==> config.mk <==
export PLATFORM = sky130hd
export DESIGN_NAME = mem_port_b_arbiter_flat
export DESIGN_NICKNAME = d
export VERILOG_FILES = /design/src/rtl/mem_port_b_arbiter_if.sv /design/src/rtl/mem_port_b_arbiter.sv /design/src/flat_wrapper.sv
export SDC_FILE = /design/constraint.sdc
export NUM_CORES = 1
export LEC_CHECK = 0
export CORE_ASPECT_RATIO = 0.5
export CORE_MARGIN = 8
export CORE_UTILIZATION = 36
export CTS_CLUSTER_DIAMETER = 80
export DETAILED_ROUTE_END_ITERATION = 10
export PLACE_DENSITY_LB_ADDON = 0.15
export SYNTH_ARGS = -nofsm -noshare
export SYNTH_HDL_FRONTEND = slang
export SYNTH_SLANG_ARGS = --single-unit
==> constraint.sdc <==
create_clock -name clk -period 2.6 [get_ports clk]
set_clock_uncertainty 0.2 [all_clocks]
set_input_delay 0.39 -clock clk [delete_from_list [all_inputs] [get_ports clk]]
set_output_delay 0.39 -clock clk [all_outputs]
set_load 0.02 [all_outputs]
==> src/rtl/mem_port_b_arbiter_if.sv <==
// Port-B bus between the three memory requesters, the arbiter and the Memory.
// The arbiter uses the slave modport; requesters and Memory sit on the master side.
interface mem_port_b_arbiter_if #(
  parameter int ADDR_WIDTH = 16,
  parameter int DATA_WIDTH = 16
);
  logic                  req0;
  logic [ADDR_WIDTH-1:0] addr0;
  logic                  req1;
  logic                  we1;
  logic [ADDR_WIDTH-1:0] addr1;
  logic [DATA_WIDTH-1:0] wdata1;
  logic                  req2;
  logic                  we2;
  logic [ADDR_WIDTH-1:0] addr2;
  logic [DATA_WIDTH-1:0] wdata2;
  logic                  gnt0;
  logic                  gnt1;
  logic                  gnt2;
  logic                  rvalid0;
  logic                  rvalid1;
  logic                  rvalid2;
  logic [DATA_WIDTH-1:0] rdata;
  logic [DATA_WIDTH-1:0] mem_out_b;
  logic [ADDR_WIDTH-1:0] mem_addr_b;
  logic [DATA_WIDTH-1:0] mem_wdata_b;
  logic                  mem_we_b;
  logic                  vga_stall;
  logic [15:0]           stall_count;

  modport slave (
    input  req0, addr0, req1, we1, addr1, wdata1, req2, we2, addr2, wdata2, mem_out_b,
    output gnt0, gnt1, gnt2, rvalid0, rvalid1, rvalid2, rdata,
           mem_addr_b, mem_wdata_b, mem_we_b, vga_stall, stall_count
  );

  modport master (
    output req0, addr0, req1, we1, addr1, wdata1, req2, we2, addr2, wdata2, mem_out_b,
    input  gnt0, gnt1, gnt2, rvalid0, rvalid1, rvalid2, rdata,
           mem_addr_b, mem_wdata_b, mem_we_b, vga_stall, stall_count
  );
endinterface

==> src/rtl/mem_port_b_arbiter.sv <==
// Memory port-B arbiter: VGA fetch (R0) has fixed priority unless button store (R1)
// or debug (R2) has waited MAX_WAIT cycles; R1/R2 share round-robin between themselves.
module mem_port_b_arbiter #(
  parameter int ADDR_WIDTH = 16,
  parameter int DATA_WIDTH = 16,
  parameter int MAX_WAIT   = 8
) (
  input logic                 clk,
  input logic                 reset,
  mem_port_b_arbiter_if.slave bus
);
  localparam logic [7:0] MAX_WAIT_W = 8'(MAX_WAIT);

  logic [2:0]            req_vec;
  logic [2:0]            we_vec;
  logic [2:0]            gnt_vec;
  logic [2:1]            starved;
  logic                  tie_pick2;
  logic                  rr_last2_reg;
  logic                  rr_last2_next;
  logic [2:0]            rvalid_reg;
  logic                  vga_stall_reg;
  logic                  stall_now;
  logic [15:0]           stall_count_reg;
  logic [15:0]           stall_count_next;
  logic [ADDR_WIDTH-1:0] mem_addr_next;
  logic [DATA_WIDTH-1:0] mem_wdata_next;

  assign req_vec = {bus.req2, bus.req1, bus.req0};
  assign we_vec  = {bus.we2, bus.we1, 1'b0};

  // Per-requester denial counters for R1 and R2.
  generate
    for (genvar gi = 1; gi <= 2; gi++) begin : g_wait
      logic [7:0] wait_reg;
      logic [7:0] wait_next;

      always_comb begin
        wait_next = wait_reg;
        if (gnt_vec[gi] || !req_vec[gi]) begin
          wait_next = 8'd0;
        end else if (wait_reg != 8'hFF) begin
          wait_next = wait_reg + 8'd1;
        end
      end

      always_ff @(posedge clk or posedge reset) begin
        if (reset) begin
          wait_reg <= 8'd0;
        end else begin
          wait_reg <= wait_next;
        end
      end

      assign starved[gi] = req_vec[gi] && (wait_reg >= MAX_WAIT_W);
    end
  endgenerate

  // rr_last2_reg is 1 when R2 won the latest R1/R2 grant; ties go to the other one.
  assign tie_pick2 = ~rr_last2_reg;

  always_comb begin
    gnt_vec = 3'b000;
    if (reset) begin
      gnt_vec = 3'b000;
    end else if (&starved) begin
      gnt_vec = tie_pick2 ? 3'b100 : 3'b010;
    end else if (starved[1]) begin
      gnt_vec = 3'b010;
    end else if (starved[2]) begin
      gnt_vec = 3'b100;
    end else if (req_vec[0]) begin
      gnt_vec = 3'b001;
    end else if (req_vec[1] && req_vec[2]) begin
      gnt_vec = tie_pick2 ? 3'b100 : 3'b010;
    end else if (req_vec[1]) begin
      gnt_vec = 3'b010;
    end else if (req_vec[2]) begin
      gnt_vec = 3'b100;
    end
  end

  always_comb begin
    mem_addr_next  = '0;
    mem_wdata_next = '0;
    if (gnt_vec[0]) begin
      mem_addr_next = bus.addr0;
    end else if (gnt_vec[1]) begin
      mem_addr_next  = bus.addr1;
      mem_wdata_next = bus.we1 ? bus.wdata1 : '0;
    end else if (gnt_vec[2]) begin
      mem_addr_next  = bus.addr2;
      mem_wdata_next = bus.we2 ? bus.wdata2 : '0;
    end
  end

  assign rr_last2_next    = gnt_vec[2] ? 1'b1 : (gnt_vec[1] ? 1'b0 : rr_last2_reg);
  assign stall_now        = req_vec[0] & ~gnt_vec[0];
  assign stall_count_next = (stall_now && stall_count_reg != 16'hFFFF)
                            ? stall_count_reg + 16'd1 : stall_count_reg;

  always_ff @(posedge clk or posedge reset) begin
    if (reset) begin
      rr_last2_reg    <= 1'b1;
      rvalid_reg      <= 3'b000;
      vga_stall_reg   <= 1'b0;
      stall_count_reg <= 16'd0;
    end else begin
      rr_last2_reg    <= rr_last2_next;
      rvalid_reg      <= gnt_vec & ~we_vec;
      vga_stall_reg   <= stall_now;
      stall_count_reg <= stall_count_next;
    end
  end

  assign bus.gnt0        = gnt_vec[0];
  assign bus.gnt1        = gnt_vec[1];
  assign bus.gnt2        = gnt_vec[2];
  assign bus.rvalid0     = rvalid_reg[0];
  assign bus.rvalid1     = rvalid_reg[1];
  assign bus.rvalid2     = rvalid_reg[2];
  assign bus.rdata       = bus.mem_out_b;
  assign bus.mem_addr_b  = mem_addr_next;
  assign bus.mem_wdata_b = mem_wdata_next;
  assign bus.mem_we_b    = |(gnt_vec & we_vec);
  assign bus.vga_stall   = vga_stall_reg;
  assign bus.stall_count = stall_count_reg;
endmodule

==> src/flat_wrapper.sv <==
// flat-port wrapper written by rule: the top's interface ports become plain ports
module mem_port_b_arbiter_flat 
#(
  parameter int ADDR_WIDTH = 16,
  parameter int DATA_WIDTH = 16,
  parameter int MAX_WAIT   = 8
)
  (clk, reset, bus_req0, bus_addr0, bus_req1, bus_we1, bus_addr1, bus_wdata1, bus_req2, bus_we2, bus_addr2, bus_wdata2, bus_mem_out_b, bus_gnt0, bus_gnt1, bus_gnt2, bus_rvalid0, bus_rvalid1, bus_rvalid2, bus_rdata, bus_mem_addr_b, bus_mem_wdata_b, bus_mem_we_b, bus_vga_stall, bus_stall_count);
  mem_port_b_arbiter_if #(.ADDR_WIDTH(ADDR_WIDTH), .DATA_WIDTH(DATA_WIDTH)) bus_i ();
  input logic clk;
  input logic reset;
  input wire logic [$bits(bus_i.req0)-1:0] bus_req0;
  input wire logic [$bits(bus_i.addr0)-1:0] bus_addr0;
  input wire logic [$bits(bus_i.req1)-1:0] bus_req1;
  input wire logic [$bits(bus_i.we1)-1:0] bus_we1;
  input wire logic [$bits(bus_i.addr1)-1:0] bus_addr1;
  input wire logic [$bits(bus_i.wdata1)-1:0] bus_wdata1;
  input wire logic [$bits(bus_i.req2)-1:0] bus_req2;
  input wire logic [$bits(bus_i.we2)-1:0] bus_we2;
  input wire logic [$bits(bus_i.addr2)-1:0] bus_addr2;
  input wire logic [$bits(bus_i.wdata2)-1:0] bus_wdata2;
  input wire logic [$bits(bus_i.mem_out_b)-1:0] bus_mem_out_b;
  output wire logic [$bits(bus_i.gnt0)-1:0] bus_gnt0;
  output wire logic [$bits(bus_i.gnt1)-1:0] bus_gnt1;
  output wire logic [$bits(bus_i.gnt2)-1:0] bus_gnt2;
  output wire logic [$bits(bus_i.rvalid0)-1:0] bus_rvalid0;
  output wire logic [$bits(bus_i.rvalid1)-1:0] bus_rvalid1;
  output wire logic [$bits(bus_i.rvalid2)-1:0] bus_rvalid2;
  output wire logic [$bits(bus_i.rdata)-1:0] bus_rdata;
  output wire logic [$bits(bus_i.mem_addr_b)-1:0] bus_mem_addr_b;
  output wire logic [$bits(bus_i.mem_wdata_b)-1:0] bus_mem_wdata_b;
  output wire logic [$bits(bus_i.mem_we_b)-1:0] bus_mem_we_b;
  output wire logic [$bits(bus_i.vga_stall)-1:0] bus_vga_stall;
  output wire logic [$bits(bus_i.stall_count)-1:0] bus_stall_count;
  assign bus_i.req0 = bus_req0;
  assign bus_i.addr0 = bus_addr0;
  assign bus_i.req1 = bus_req1;
  assign bus_i.we1 = bus_we1;
  assign bus_i.addr1 = bus_addr1;
  assign bus_i.wdata1 = bus_wdata1;
  assign bus_i.req2 = bus_req2;
  assign bus_i.we2 = bus_we2;
  assign bus_i.addr2 = bus_addr2;
  assign bus_i.wdata2 = bus_wdata2;
  assign bus_i.mem_out_b = bus_mem_out_b;
  assign bus_gnt0 = bus_i.gnt0;
  assign bus_gnt1 = bus_i.gnt1;
  assign bus_gnt2 = bus_i.gnt2;
  assign bus_rvalid0 = bus_i.rvalid0;
  assign bus_rvalid1 = bus_i.rvalid1;
  assign bus_rvalid2 = bus_i.rvalid2;
  assign bus_rdata = bus_i.rdata;
  assign bus_mem_addr_b = bus_i.mem_addr_b;
  assign bus_mem_wdata_b = bus_i.mem_wdata_b;
  assign bus_mem_we_b = bus_i.mem_we_b;
  assign bus_vga_stall = bus_i.vga_stall;
  assign bus_stall_count = bus_i.stall_count;
  mem_port_b_arbiter #(.ADDR_WIDTH(ADDR_WIDTH), .DATA_WIDTH(DATA_WIDTH), .MAX_WAIT(MAX_WAIT)) u_core (.clk(clk), .reset(reset), .bus(bus_i));
endmodule
Yosys cells after proc, flatten, opt, wreduce, memory -nomap -nowiden
Index checks and enable logic that the tools add are counted.
{"block": "op_classes", "n_addsub": 3, "magnitude_cmp": 2, "eq_ne": 3, "mux": 23, "bitwise": 5, "reduce_logical": 13}
{"operator": "16-bit 2-to-1 mux", "n": 8}
{"operator": "8-bit 2-to-1 mux", "n": 4}
{"operator": "3-bit 2-to-1 mux", "n": 9}
{"operator": "16-bit by 1-bit adder with 16-bit output, second input constant", "n": 1}
{"operator": "8-bit by 1-bit adder with 8-bit output, second input constant", "n": 2}
{"operator": "8-bit by 4-bit greater-or-equal comparator with 1-bit output, second input constant", "n": 2}
{"operator": "16-bit != test, second input constant", "n": 1}
{"operator": "8-bit != test, second input constant", "n": 2}
{"operator": "3-bit bitwise AND", "n": 2}
{"operator": "2-bit nonzero test", "n": 3}
{"operator": "1-bit logical AND", "n": 4}
{"operator": "3-bit inverter", "n": 1}
{"operator": "3-bit OR reduction", "n": 1}
{"operator": "1-bit logical NOT", "n": 2}
{"operator": "1-bit logical OR", "n": 2}
{"operator": "1-bit 2-to-1 mux", "n": 2}
{"operator": "2-bit AND reduction", "n": 1}
{"operator": "1-bit bitwise AND", "n": 1}
{"operator": "1-bit inverter", "n": 1}
{"block": "word_totals", "ff_bits": 37, "inputBits": 103, "output_inout_bits": 72, "wordCells": 55}

Longest topological paths before layout
Gate-level depths: netlist (run 1).
{"block": "logic_depth", "ltp_word": 11, "mapped_depth": 8, "mapped_depth_nobuf": 6}

Least setup slack after synthesis (run 1)
OpenSTA, ideal clock, no wires.
{"block": "synth_path", "path_kind": "input to output", "startpoint": "input reset", "endpoint": "output bus_mem_addr_b[10]", "arrival_ns": 2.208, "t_required_ns": 2.010, "setup_slack_ns": -0.198, "stages": 4, "n_path_buf": 1, "path_cell_list": "inv_1 > nand4_1 > clkbuf_1 > a31oi_1"}
{"block": "synth_between", "elab_chain_len": 4}
{"item": "from (decl)", "line": "flat_wrapper.sv:11", "source": "input logic reset;"}
{"item": "3-bit 2-to-1 mux (*)", "line": "mem_port_b_arbiter.sv:64", "source": "if (reset) begin"}
{"item": "16-bit 2-to-1 mux", "line": "mem_port_b_arbiter.sv:91", "source": "end else if (gnt_vec[2]) begin"}
{"item": "16-bit 2-to-1 mux", "line": "mem_port_b_arbiter.sv:88", "source": "end else if (gnt_vec[1]) begin"}
{"item": "16-bit 2-to-1 mux (*)", "line": "mem_port_b_arbiter.sv:86", "source": "if (gnt_vec[0]) begin"}
{"item": "to (decl)", "line": "flat_wrapper.sv:30", "source": "output wire logic [$bits(bus_i.mem_addr_b)-1:0] bus_mem_addr_b;"}
Mark *: on every way between the ends. The rest lies on a longest branch, timed or not.

Final worst setup path (run 1)
{"block": "layout_path", "startpoint": "register u_core.g_wait[1].wait_reg[5]", "endpoint": "output bus_mem_addr_b[3]"}
{"block": "layout_between", "elab_chain_len": 8, "word_cells_on_any_way": 9, "classes_between": "order compare: 1; mux: 6; reduce/logical: 2"}
{"item": "from (decl)", "line": "mem_port_b_arbiter.sv:35", "source": "logic [7:0] wait_reg;"}
{"item": "from (signal assigned)", "line": "mem_port_b_arbiter.sv:51", "source": "wait_reg <= wait_next;"}
{"item": "8-bit by 4-bit greater-or-equal comparator with 1-bit output (*)", "line": "mem_port_b_arbiter.sv:55", "source": "assign starved[gi] = req_vec[gi] && (wait_reg >= MAX_WAIT_W);"}
{"item": "1-bit logical AND (*)", "line": "mem_port_b_arbiter.sv:55"}
{"item": "3-bit 2-to-1 mux / 2-bit AND reduction (equally long branches)", "line": "mem_port_b_arbiter.sv:68, mem_port_b_arbiter.sv:66"}
{"item": "3-bit 2-to-1 mux (*)", "line": "mem_port_b_arbiter.sv:66", "source": "end else if (&starved) begin"}
{"item": "3-bit 2-to-1 mux (*)", "line": "mem_port_b_arbiter.sv:64"}
{"item": "16-bit 2-to-1 mux", "line": "mem_port_b_arbiter.sv:91"}
{"item": "16-bit 2-to-1 mux", "line": "mem_port_b_arbiter.sv:88"}
{"item": "16-bit 2-to-1 mux (*)", "line": "mem_port_b_arbiter.sv:86"}
Marks and branches as above.

==> reports/results.ini, run 1 <==
[worst_setup_path]
cp_max_fo=17
critical_path_class=reg2out
r2r_end=u_core.g_wait[2].wait_reg[2]
rr_startpoint=u_core.g_wait[1].wait_reg[4]
arrival_ns=2.11
reg2reg_slack_ns=0.44
reg2regPathDepth=8
start_kind=register
crit_required_ns=2.01
end_kind=output pin

[floorplanning]
core_area_mm2=0.007157
die_area_mm2=0.01035
die_x_um=136.1
row_count=22
num_io_pins=175
die_h_um=76.07
start_util_pct=36.29

[timing]
rsz0062_at_grt=true
fmax_mhz=369.8
finalHoldViolCount=0
fin_ws_ns=-0.1039
setup_viol=33
min_period_over_period_pct=104.0
slew_headroom_pct=63.98
tightest_slew_ns=0.5361
final.min_clock_period_ns=2.704
report.final.slew_viol_count=0

[logic_synthesis]
synth-adder-area-share_pct=2.408
synth-simple-area-share_pct=26.64
synth_warnings=0
async_flop_share_pct=100.0
synth_top_family_by_area=simple AND/OR/NAND/NOR gates
syn_avg_cell_area_um2=8.433
synth_compound_area_share_pct=17.00
yosysSeqAreaShare_pct=35.69
synthCells=308
synth-xor-area-share_pct=7.755
syn_area_mm2=0.002597
synth_mux_area_share_pct=0.8189
ys_types=43
ys_ff_latch=37
ys.flop_type=dfrtp_1
synth_nets=416
synth_edf_count=0

[layout]
antennaDiodeCount=0
final_nets=593
layout-drive-gt1-share_pct=27.98
final_util_pct=67.29
fillers=580
syn2layout_area_growth_pct=85.40

[grt]
grt_pass1_wl_um=16270
antenna_found_initial=0
grt_usage_pct=19.55
grt_pass1_vias=2841
gr-max-usage-layer=met2
grt_overflow_total=0
grtUsageMet1_pct=25.60
met2_usage_pct=31.00
grt_max_degree=38
grtUsageMet3_pct=5.855

[detailed_routing]
ant_nets=0
viasPerCell=5.165
drc=0
wire_per_inst_um=19.11
num_vias=3006
drtPass1Iterations=5
wl_um=11120
drtIter0Drc=278

[cts]
cts_sinks=37
path_clk_slew_ns=0.06
cts.htree.levels=2
clk_latency_ns=0.28
tritoncts=done
ctsHoldBuffers=0
cts_made_buffers=5
clock-root-buffer=clkbuf_16
clock_path_buffers=2

[placement]
gp_congestion=0.8193
dp_hpwl_um=7944
io_buffers=142

[min_path]
hp-class=in2async

[pwr]
peakVddDrop_uv=476.2
p_per_area_mw_per_mm2=491.8
p_leak_uw=0.002080
p_total_uw=2369

[status]
violations=negative setup slack
status=finished, violations left

[job]
drv_cap=0

layout by cell type (no fill, tap or decap), drive strengths merged, types with 2 or more instances in the layout:
master,count
nand2,15
clkdlybuf4s50,104
dfrtp,36
buf,91
nor3,12
inv,13
and4,3
nand4,5
xor2,16
clkbuf,9
a21o,4
xnor2,7
ha,5
nand3,45
nor4,3
nor2,42
a311oi,2
and3,9
a211oi,3
a31oi,18
a21oi,4
o21ai,6
a22o,17
worst max path at each step:
| stage | start | end | slack, ns |
|---|---|---|---|
| after floorplan | reset | bus_mem_addr_b[10] | -0.001 |
| after global placement | bus_req1 | bus_mem_addr_b[1] | -0.54 |
| after detailed placement | bus_req1 | bus_mem_wdata_b[7] | -0.58 |
| after CTS | u_core.g_wait[2].wait_reg[7] | bus_mem_wdata_b[1] | -0.10 |
| after global routing | u_core.g_wait[1].wait_reg[5] | bus_mem_addr_b[0] | -0.19 |
| final | u_core.g_wait[1].wait_reg[5] | bus_mem_addr_b[3] | -0.10 |
timing repair:
item                       in CTS  in global routing
buffers inserted               10                  6
resized for setup             172                 75
setup endpoints to repair      36                 36
pin swaps                       9                 27
cloned                          1                  4
report_power, final:
group | leakage (uW) | total, uW | switching (uW) | internal [uW]
combinational | 0.00152 | 898 | 417 | 481
clock | 0.0000841 | 710 | 231 | 479
sequential | 0.000472 | 760 | 98.5 | 662
total | 0.00208 | 2370 | 747 | 1620
metrics by stage:
stage / cells / hold WS (ns) / setup slack (ns) / cell area, um2 / TNS, ns
floorplan: 308 / 0.1535 / -0.001398 / 2633 / -0.006992
finish: 582 / 0.2194 / -0.1039 / 4816 / -1.760
detailed placement: 555 / 0.2717 / -0.5828 / 4330 / -18.94
CTS: 573 / 0.2829 / -0.1029 / 4621 / -1.657
global route: 582 / 0.2769 / -0.1942 / 4816 / -4.724
global placement: 555 / 0.2733 / -0.5412 / 4330 / -18.03
final cells by class:
type	count	area [um2]	share of cell area [%]
inverters	14	56.30	1.169
clock inverters	1	30.03	0.6235
well taps	96	120.1	2.494
clock buffers	7	142.6	2.962
multi-input cells	228	1599	33.20
repair buffers	199	1941	40.30
flip-flops and latches	37	927.1	19.25
metal layers:
| layer | vias up | wire length, um |
|---|---|---|
| li1 | 1444 | - |
| met1 | 1431 | 4952 |
| met2 | 108 | 5135 |
| met3 | 23 | 857 |
| met4 | 0 | 178 |
| met5 | - | 0 |
cell families after synthesis:
kind of cell    after synthesis
compound gates               58
flops                        37
buf+inv                      44
simple gates                139
mux                           2
fa+ha+maj                     5
xor+xnor                     23
synth_stat cells, types with 4 or more instances:
library cell  count  share of area, %
and3_1            8               1.9
a22o_1           17               5.7
o21ai_0           5              0.96
nand2_1          15               2.2
xor2_1           16               5.4
ha_1              5               2.4
inv_1            14               2.0
buf_4            16               4.6
nor3_1           10               1.9
clkbuf_1          7               1.0
xnor2_1           7               2.4
a31oi_1          18               4.3
nand3_1          45               8.7
a21o_1            4               1.2
nand4_1           5               1.2
dfrtp_1          36                35
nor2_1           41               5.9
worst max-delay path: stages (launching register included):
cell and delay [ns]:
dfrtp_1 0.41, nor3_4 0.26, a21o_1 0.26, buf_4 0.15
nand4_1 0.07, buf_4 0.17, buf_12 0.15, a31oi_1 0.18
buf_4 0.18
No activity file was read; power rests on OpenSTA's default activity.
==> run 2, diff against run 1 <==
Settings changed: CTS_CLUSTER_DIAMETER 80 to 40, GPL_TIMING_DRIVEN set to 0.
==> run 2 against run 1 <==
  * The run still ends with negative setup slack left
  * Worst hold slack improved by 0.065 ns
  * Clock-buffer cell count decreased by 2
  * First-iteration DRC count increased by 4.3%
  * Total power decreased by 2.9%
  * Final cell count increased by 4.0%
  * Combinational power increased by 5.5%
  * Via count increased by 6.6%
  * Die area unchanged
  * Sequential share of layout area decreased by 0.72 points
  * Non-clock buffer count increased by 21
  * Critical endpoint is now bus_mem_addr_b[5]
==> reports/results.ini, run 2 (synthesis results as in run 1) <==
[cts]
cts.htree.levels=2  ; unchanged
ctsHoldBuffers=0  ; unchanged
clock_path_buffers=2  ; unchanged
clk_latency_ns=0.28  ; about the same
cts_sinks=37  ; unchanged
tritoncts=done
clock-root-buffer=clkbuf_16
path_clk_slew_ns=0.06  ; about the same
cts_made_buffers=5  ; unchanged

[min_path]
whs_endpoint=u_core.bus.stall_count[6]
whs_path_depth=1
hp-class=reg2reg
hold_path.startpoint=u_core.bus.stall_count[6]

[pwr]
p_sw_share_pct=34.49  ; +3.0 points
p_seq_share_pct=33.2  ; +1.1 points
switchingPower_uw=793.7  ; +6.3%
p_comb_share_pct=41.2  ; +3.3 points
clockPowerShare_pct=25.7  ; -4.3 points
p_leak_uw=0.002116  ; +1.7%
peakVddDrop_uv=453.1  ; -4.8%
p_int_uw=1507  ; -7.1%
p_per_area_mw_per_mm2=455.5  ; -7.4%

[timing]
report.final.slew_viol_count=0  ; unchanged
slew_headroom_pct=41.46  ; -23 points
setup_viol=28  ; -15%
tightest_slew_ns=0.8733  ; +0.3372 ns
final.min_clock_period_ns=2.739  ; +0.03489 ns
fmax_mhz=365.1  ; -1.3%
rsz0062_at_grt=true
fin_hold_ws_ns=0.2848  ; +0.06543 ns
min_period_over_period_pct=105.3  ; +1.3 points
fin_ws_ns=-0.1388  ; -0.03489 ns
finalHoldViolCount=0  ; unchanged

[worst_setup_path]
r2r_end=u_core.bus.stall_count[10]
crit_required_ns=2.01  ; about the same
reg2reg_slack_ns=0.16  ; -0.28 ns
arrival_ns=2.15  ; +0.04 ns
cp_max_fo=10  ; -7
rr_startpoint=u_core.g_wait[2].wait_reg[6]
critical_path_class=reg2out
end_kind=output pin
reg2regPathDepth=7  ; -1
start_kind=register

[placement]
place_area_mm2=0.004334  ; about the same
gp_congestion=0.8195  ; about the same
dp_hpwl_um=8103  ; +2.0%
io_buffers=158  ; +11%

[layout]
layout-drive-gt1-share_pct=31.89  ; +3.9 points
final_common_cell=clkdlybuf4s50_1
final_area_mm2=0.005051  ; +4.9%
syn2layout_area_growth_pct=94.46
final_nets=615  ; +3.7%
final_cell_mix=clkdlybuf4s50_1, buf_4, nor2_1

[job]
drv_cap=0  ; unchanged

[grt]
grt_usage_pct=20.77  ; +1.2 points
antenna_found_initial=1  ; +1
grt_overflow_total=0  ; unchanged
grt_pass1_vias=3024  ; +6.4%
grt_max_degree=20  ; -47%
grt_pass1_wl_um=17090  ; +5.0%

[detailed_routing]
wire_per_inst_um=19.44  ; +1.7%
drc=0  ; unchanged
viasPerCell=5.296  ; +2.5%
num_vias=3204  ; +6.6%
drtPass1Iterations=4  ; -1
ant_nets=0  ; unchanged
wl_um=11760  ; +5.8%
drtIter0Drc=290  ; +4.3%

[floorplanning]
die_area_mm2=0.01035  ; unchanged
die_x_um=136.1  ; unchanged
row_count=22  ; unchanged
core_area_mm2=0.007157  ; unchanged
die_h_um=76.07  ; unchanged
start_util_pct=36.29  ; unchanged
num_io_pins=175  ; unchanged

[status]
status=finished, violations left
violations=negative setup slack

==> run 2: worst max-delay path by stage <==
| stage | from | end | slack, ns | depth (start not counted) |
|---|---|---|---|---|
| after floorplan | reset | bus_mem_addr_b[10] | -0.001 | 5 |
| after global placement | reset | bus_mem_addr_b[11] | -1.71 | 7 |
| after detailed placement | reset | bus_mem_addr_b[11] | -1.73 | 7 |
| after CTS | u_core.g_wait[1].wait_reg[5] | bus_mem_wdata_b[11] | -0.14 | 9 |
| after global routing | u_core.g_wait[1].wait_reg[4] | bus_mem_addr_b[12] | -0.22 | 8 |
| final | u_core.g_wait[1].wait_reg[4] | bus_mem_addr_b[5] | -0.14 | 8 |
==> run 2: layer usage <==
metal | GRT usage, % | part of all wire [%] | routed length [um] | vias to the layer above
met5 | 0 | 0 | 0 | -
met4 | 5.550 | 1.8 | 212 | 0
met3 | 5.066 | 6.4 | 757 | 17
met2 | 35.35 | 50 | 5892 | 134
met1 | 25.53 | 42 | 4901 | 1558
li1 | - | - | - | 1495
==> run 2: power groups by stage <==
stage	clock [uW]	sequential (uW)	combinational, uW
finish	591	763	947
CTS	598	765	879
floorplan	0	837	311
global route	629	784	1010
global placement	0	768	823
detailed placement	0	771	832
==> run 2: through the flow <==
stage	util, %	worst slack [ns]	setup TNS (ns)	power, uW	std cells
floorplan	-	-0.001398	-0.006992	1147	308
global placement	60.56	-1.709	-46.74	1591	562
CTS	66.82	-0.1438	-1.715	2242	596
detailed placement	60.56	-1.735	-47.61	1604	562
global route	70.58	-0.2240	-5.117	2420	605
finish	70.58	-0.1388	-2.646	2301	605
==> run 2: what timing repair did <==
action / 4_1_cts / 5_1_grt
gates cloned: 4 / 1
pin swaps: 21 / 38
endpoints found under the setup margin: 37 / 40
resized for setup: 244 / 52
setup buffers: 23 / 8
==> run 2: critical path: stages, from the launching register on <==
cell      delay, ns
dfrtp_2        0.43
nor3_4         0.07
buf_4          0.15
a311oi_4       0.39
buf_4          0.20
buf_6          0.17
nand3_2        0.09
a31oi_1        0.20
buf_4          0.17
==> run 2: layout make-up <==
type	count	area, um2
Antenna cell	1	2.502
Buffer	29	266.5
Clock buffer	5	125.1
Clock inverter	3	17.52
Fill cell	516	2106
Inverter	14	56.30
Multi-Input combinational cell	228	1675
Sequential cell	37	935.9
Tap cell	96	120.1
Timing Repair Buffer	191	1847
Timing Repair inverter	1	5.005
